## src/rtl/digit_scan_mux.sv

```systemverilog
`default_nettype none
// ============================================================================
// Module   : digit_scan_mux
// Purpose  : Time-multiplexed scan driver for a 4-digit display. A prescaler
//            divides the clock into digit slots; each slot presents one nibble
//            of the displayed (shadow) value with its active-low enable.
//            New values are staged and committed only at the frame boundary
//            (end of digit 3), so a frame never shows a mix of two values.
//            Optional leading-zero suppression blanks upper zero digits.
// Ports    : JM1222HM_clk      - clock, rising edge
//            JM1222HM_rst_n    - asynchronous active-low reset
//            JM1222HM_load     - capture JM1222HM_value
//            JM1222HM_value    - four nibbles, [3:0] = digit 0 (rightmost)
//            JM1222HM_blank_lz - leading-zero suppression enable
//            JM1222HM_nibble   - code of the active digit
//            JM1222HM_an       - active-low digit enables, bit i = digit i
//            JM1222HM_blank    - active digit is suppressed
//            JM1222HM_pending  - a loaded value is waiting for the boundary
// Revision : 1.0 - initial release
// ============================================================================
module digit_scan_mux #(
  parameter int PRESCALE = 50000
) (
  input  logic        JM1222HM_clk,
  input  logic        JM1222HM_rst_n,
  input  logic        JM1222HM_load,
  input  logic [15:0] JM1222HM_value,
  input  logic        JM1222HM_blank_lz,
  output logic [3:0]  JM1222HM_nibble,
  output logic [3:0]  JM1222HM_an,
  output logic        JM1222HM_blank,
  output logic        JM1222HM_pending
);

  // 20 bits covers the full legal PRESCALE range (last count 2^20-1).
  localparam int                 c_cnt_w    = 20;
  localparam logic [c_cnt_w-1:0] c_cnt_last = c_cnt_w'(PRESCALE - 1);

  logic [c_cnt_w-1:0] r_cnt;
  logic [1:0]         r_idx;
  logic [15:0]        r_shadow;
  logic [15:0]        r_staging;
  logic               r_pending;
  logic [3:0]         r_nibble;
  logic [3:0]         r_an;
  logic               r_blank;

  logic               w_wrap;
  logic               w_boundary;
  logic [1:0]         w_idx_next;
  logic [15:0]        w_shadow_next;
  logic [3:0]         w_nibble_next;
  logic [3:0]         w_lz;
  logic               w_blank_next;
  logic [3:0]         w_an_next;

  assign w_wrap     = (r_cnt == c_cnt_last);
  assign w_boundary = w_wrap && (r_idx == 2'd3);
  assign w_idx_next = r_idx + 2'd1;

  // Value the shadow will hold after this edge; the display outputs are
  // computed from it so a commit is visible on the very edge it happens.
  always_comb begin
    w_shadow_next = r_shadow;
    if (w_boundary) begin
      if (JM1222HM_load) begin
        w_shadow_next = JM1222HM_value;
      end else if (r_pending) begin
        w_shadow_next = r_staging;
      end
    end
  end

  always_comb begin
    w_nibble_next = w_shadow_next[3:0];
    case (w_idx_next)
      2'd0: w_nibble_next = w_shadow_next[3:0];
      2'd1: w_nibble_next = w_shadow_next[7:4];
      2'd2: w_nibble_next = w_shadow_next[11:8];
      2'd3: w_nibble_next = w_shadow_next[15:12];
      default: w_nibble_next = w_shadow_next[3:0];
    endcase
  end

  // w_lz[i]: nibbles i..3 are all zero. Digit 0 is never a leading zero.
  assign w_lz[3] = (w_shadow_next[15:12] == 4'h0);
  assign w_lz[2] = w_lz[3] && (w_shadow_next[11:8] == 4'h0);
  assign w_lz[1] = w_lz[2] && (w_shadow_next[7:4] == 4'h0);
  assign w_lz[0] = 1'b0;

  assign w_blank_next = JM1222HM_blank_lz && w_lz[w_idx_next];
  assign w_an_next    = w_blank_next ? 4'b1111 : ~(4'b0001 << w_idx_next);

  always_ff @(posedge JM1222HM_clk or negedge JM1222HM_rst_n) begin
    if (!JM1222HM_rst_n) begin
      r_cnt     <= '0;
      r_idx     <= 2'd0;
      r_shadow  <= 16'h0000;
      r_staging <= 16'h0000;
      r_pending <= 1'b0;
      r_nibble  <= 4'h0;
      r_an      <= 4'b1110;
      r_blank   <= 1'b0;
    end else begin
      r_cnt <= w_wrap ? '0 : r_cnt + c_cnt_w'(1);

      if (w_wrap) begin
        r_idx    <= w_idx_next;
        r_nibble <= w_nibble_next;
        r_an     <= w_an_next;
        r_blank  <= w_blank_next;
      end

      // A load on the boundary bypasses staging; otherwise it overwrites
      // staging so only the most recent value survives to the commit.
      if (JM1222HM_load && !w_boundary) begin
        r_staging <= JM1222HM_value;
        r_pending <= 1'b1;
      end else if (w_boundary) begin
        r_shadow  <= w_shadow_next;
        r_pending <= 1'b0;
      end
    end
  end

  assign JM1222HM_nibble  = r_nibble;
  assign JM1222HM_an      = r_an;
  assign JM1222HM_blank   = r_blank;
  assign JM1222HM_pending = r_pending;

endmodule
`default_nettype wire

```

## config.mk

```make
export PLATFORM = sky130hd
export DESIGN_NAME = digit_scan_mux
export DESIGN_NICKNAME = d
export VERILOG_FILES = /design/src/rtl/digit_scan_mux.sv
export SDC_FILE = /design/constraint.sdc
export NUM_CORES = 1
export LEC_CHECK = 0
export ABC_AREA = 1
export CORE_MARGIN = 4
export CORE_UTILIZATION = 58
export DETAILED_ROUTE_END_ITERATION = 12
export PLACE_DENSITY = 0.83
export SLEW_MARGIN = 20
export SYNTH_ARGS = -nofsm -noshare
export SYNTH_HDL_FRONTEND = slang
export SYNTH_SLANG_ARGS = --single-unit
```

## constraint.sdc

```tcl
create_clock -name JM1222HM_clk -period 2.3 [get_ports JM1222HM_clk]
set_clock_uncertainty 0.15 [all_clocks]
set_input_delay 0.23 -clock JM1222HM_clk [delete_from_list [all_inputs] [get_ports JM1222HM_clk]]
set_output_delay 0.23 -clock JM1222HM_clk [all_outputs]
set_load 0.1 [all_outputs]
```

==> out/qor.txt <==
POWER
----------------------------------------------------------------------------
Fraction of power consumed by sequential logic ................        0.514
Proportion of power drawn by the clock network ................        0.416
Maximum resistive drop on vdd .................................       442 uV
Leakage .......................................................   0.00202 uW
Net switching power ...........................................       550 uW
Fraction of power spent switching nets ........................        0.242
Internal power of the cells ...................................      1720 uW
Relative contribution of combinational cells to total power ...        0.070
Power density over cell area ..................................   558 nW/um2

YOSYS
----------------------------------------------------------------------------
Largest cells by area after synthesis ......................... dfrtp_1 (44%), nand2_1 (14%), inv_1 (4.9%)
Commonest cells in the netlist ................................ nand2_1 (133), dfrtp_1 (61), inv_1 (46)
Count of flip-flops with a built-in enable after synthesis ....            0
Syn_nets ......................................................          472
Async S/R FF share, synth .....................................         1.00
Cell area after technology mapping ............................     3500 um2
Cell with the most instances after synthesis ..................      nand2_1
Main synth FF type ............................................      dfrtp_1
Most area-hungry cell type in the Yosys netlist ...............      dfrtp_1
Share of the synthesized area in the top cell type ............        0.436
Synth Instances ...............................................          446
Synth Warn # ..................................................            0
Sequential fraction of the synthesis area .....................        0.459
Yosys reg bits ................................................           64
Number of unique standard cell types used by synthesis ........           33
Synth Area per Inst ...........................................     7.84 um2

PLACE
----------------------------------------------------------------------------
GP Congestion .................................................        0.913
Port bufs .....................................................           29
Cell count after placement ....................................          546
Detailed-placement wirelength estimate ........................      5.37 mm

STA
----------------------------------------------------------------------------
Final setup fails .............................................            0
Final period utilization ......................................        0.937
Final TNS setup ...............................................         0 ns
Slew Limit Fails ..............................................            0
Maximum operating frequency ...................................      464 MHz
Worst slew margin .............................................        0.635
Final critical-path required period ...........................      2.16 ns
Transition time at the pin with the least slew margin .........     0.548 ns
RSZ-0062 raised after global routing ..........................           no
Final hold vios ...............................................            0

FINISH
----------------------------------------------------------------------------
Share of post-route cells with drive strength above 1 .........        0.188
Area added between synthesis and finish .......................        16.4%
Number of nets in the final layout ............................          510
Final Non-Filler Cells ........................................          564
Diodes inserted ...............................................            0
Layout filler cell count ......................................          465

GLOBAL ROUTING
----------------------------------------------------------------------------
Initial antenna violation count ...............................            0
Largest net degree at the start of global routing .............           43
Met3 track utilization from global routing ....................       0.0663
Remaining global-route overflow ...............................            0
GR met1 Demand/Resource .......................................        0.313
Met2 demand-to-capacity share in global routing ...............        0.345
Vias in the first global route ................................        2,898
Busiest layer in global routing ...............................         met2
Global-route wire length before repair ........................      13.2 mm
All-Layer GR Usage ............................................        0.227

ROUTING
----------------------------------------------------------------------------
Count of vias placed by the detailed router ...................        2,954
Number of nets with antenna violations after detailed routing .            0
Via-per-instance ratio ........................................         5.24
Remaining DRCs ................................................            0
Post-detailed-route wirelength per cell .......................      13.5 um
Overall routed net length .....................................      7.59 mm
Detailed Routing Iterations Pass 1 ............................            5
Violation count after the first detailed-routing iteration ....          202

CTS
----------------------------------------------------------------------------
Clock tree from TritonCTS .....................................        built
TritonCTS Sinks ...............................................           64
Root Buffer Master ............................................     clkbuf_8
CTS H-Tree Depth ..............................................            3
Worst skew pair latency .......................................      0.35 ns
Num CTS Buffers ...............................................            9
Number of buffers on the longest clock path ...................            2
Clock-pin slew on the worst setup and hold paths ..............      0.08 ns

FLOORPLAN
----------------------------------------------------------------------------
Standard-cell row count .......................................           28
Chip Height ...................................................      85.7 um
Total die area ................................................     7340 um2
I/O pin count .................................................           30
Total core area ...............................................     5890 um2
Starting Density ..............................................        0.594
Die X .........................................................      85.7 um

SETUP PATH
----------------------------------------------------------------------------
Arrival time at the worst endpoint ............................      2.24 ns
Crit path launch type .........................................     register
Worst setup path class ........................................ register to register
Maximum fanout encountered on the critical timing path ........           14
Data required, critical path ..................................      2.38 ns
Critical Path Sink Type .......................................     register

STATUS
----------------------------------------------------------------------------
Outcome ....................................................... finished, final reports clean

FLOW RUN
----------------------------------------------------------------------------
# Max-Cap Violations ..........................................            0

MIN PATH
----------------------------------------------------------------------------
Hold crit path type ........................................... primary input to asynchronous set/reset pin

[stage by stage]
| step | instance area, um2 | hold slack, ns | setup slack, ns | utilization | power [uW] |
|---|---|---|---|---|---|
| global route | 4070 | 0.281 | 0.0213 | 0.692 | 2370 |
| detailed placement | 3850 | 0.0951 | 0.157 | 0.655 | 1340 |
| global placement | 3850 | 0.103 | 0.238 | 0.655 | 1340 |
| floorplan | 3500 | -0.216 | 0.250 | - | 1260 |
| CTS | 4050 | 0.269 | 0.140 | 0.688 | 2270 |
| finish | 4070 | 0.240 | 0.144 | 0.692 | 2270 |
[state kept, by name, summed over array words and instances, names as in the netlist]
register	count
r_cnt	20
r_shadow	16
JM1222HM_blank	1
JM1222HM_nibble	4
r_staging	16
JM1222HM_an	4
r_idx	2
JM1222HM_pending	1
[layout by cell type, fill, tap and decap left out, types with 2 or more instances in the layout]
cell,synthesis,final
mux2_2,9,9
o21ai_0,28,28
nand2_2,18,18
or2_1,3,3
a21oi_1,10,10
nor2_4,2,3
inv_2,9,8
nor2_1,36,36
nor2_2,9,8
inv_1,46,46
nor3_1,5,5
nand3_1,18,18
clkbuf_8,0,9
xor2_1,10,10
clkinvlp_4,0,2
clkinv_2,1,4
nand4_1,12,12
nand3_2,3,3
nand2_1,133,133
clkinv_1,2,2
ha_1,6,5
o21ai_1,4,3
buf_4,2,17
clkdlybuf4s50_1,0,18
dfstp_2,3,3
dfrtp_1,61,60
[metal layers]
layer	vias up	part of all wire
met2	76	0.44
met4	0	0.017
met5	-	0
li1	1474	-
met3	13	0.058
met1	1391	0.48
[cell type report]
class                   count  area, um2  share of cell area
clock inverters             6       60.1              0.0147
repair buffers             38        343              0.0842
clock buffers              10        128              0.0313
inverters                  58        221              0.0544
well taps                  75       93.8              0.0230
flip-flops and latches     64       1610               0.394
multi-input cells         313       1620               0.398
[timing repair]
item / 4_1_cts / 5_1_grt
endpoints found under the hold margin: 22 / 0
hold buffers: 1 / 0
setup buffers: 0 / 1
endpoints found under the setup margin: 0 / 7
resized for setup: 0 / 4
[critical path: stages (launching register included)]
cell	delay [ns]
dfrtp_1	0.38
ha_2	0.22
nand3_2	0.15
nor2_4	0.16
nand4_4	0.26
nand2_2	0.34
mux2_2	0.38
[power by group through the flow]
stage | combinational [uW] | clock [uW] | sequential [uW]
2_1_floorplan | 80.5 | 0 | 1180
3_3_place_gp | 152 | 0 | 1190
3_5_place_dp | 156 | 0 | 1190
4_1_cts | 160 | 945 | 1170
5_1_grt | 178 | 1020 | 1170
6_report | 159 | 946 | 1170
[cell families (layout without fill, tap and decap cells)]
group	Yosys count	after routing	share of synthesized area
adder cells (fa/ha/maj)	6	6	0.0215
buffers and inverters	69	112	0.0812
multiplexers	10	10	0.0322
flip-flops	64	64	0.459
XOR/XNOR	11	11	0.0275
AO/OA/AOI/OAI	45	45	0.0662
AND/OR/NAND/NOR	241	241	0.313
[final timing paths]
kind                                     from                          to  slack [ns]  cells past startpoint
max                        r_cnt[0]$_DFF_PN0_   r_staging[14]$_DFFE_PN0P_        0.14                      6
min                            JM1222HM_rst_n   r_staging[11]$_DFFE_PN0P_        0.24                      2
max reg2reg                r_cnt[0]$_DFF_PN0_   r_staging[14]$_DFFE_PN0P_        0.14                      6
min reg2reg                r_cnt[0]$_DFF_PN0_          r_cnt[0]$_DFF_PN0_        0.32                      1
max in group asynchronous      JM1222HM_rst_n  JM1222HM_an[3]$_DFFE_PN1N_        1.08                      3
min in group JM1222HM_clk   JM1222HM_value[0]    r_staging[0]$_DFFE_PN0P_        0.31                      3
Note: power is estimated with default switching activity, not from simulation.
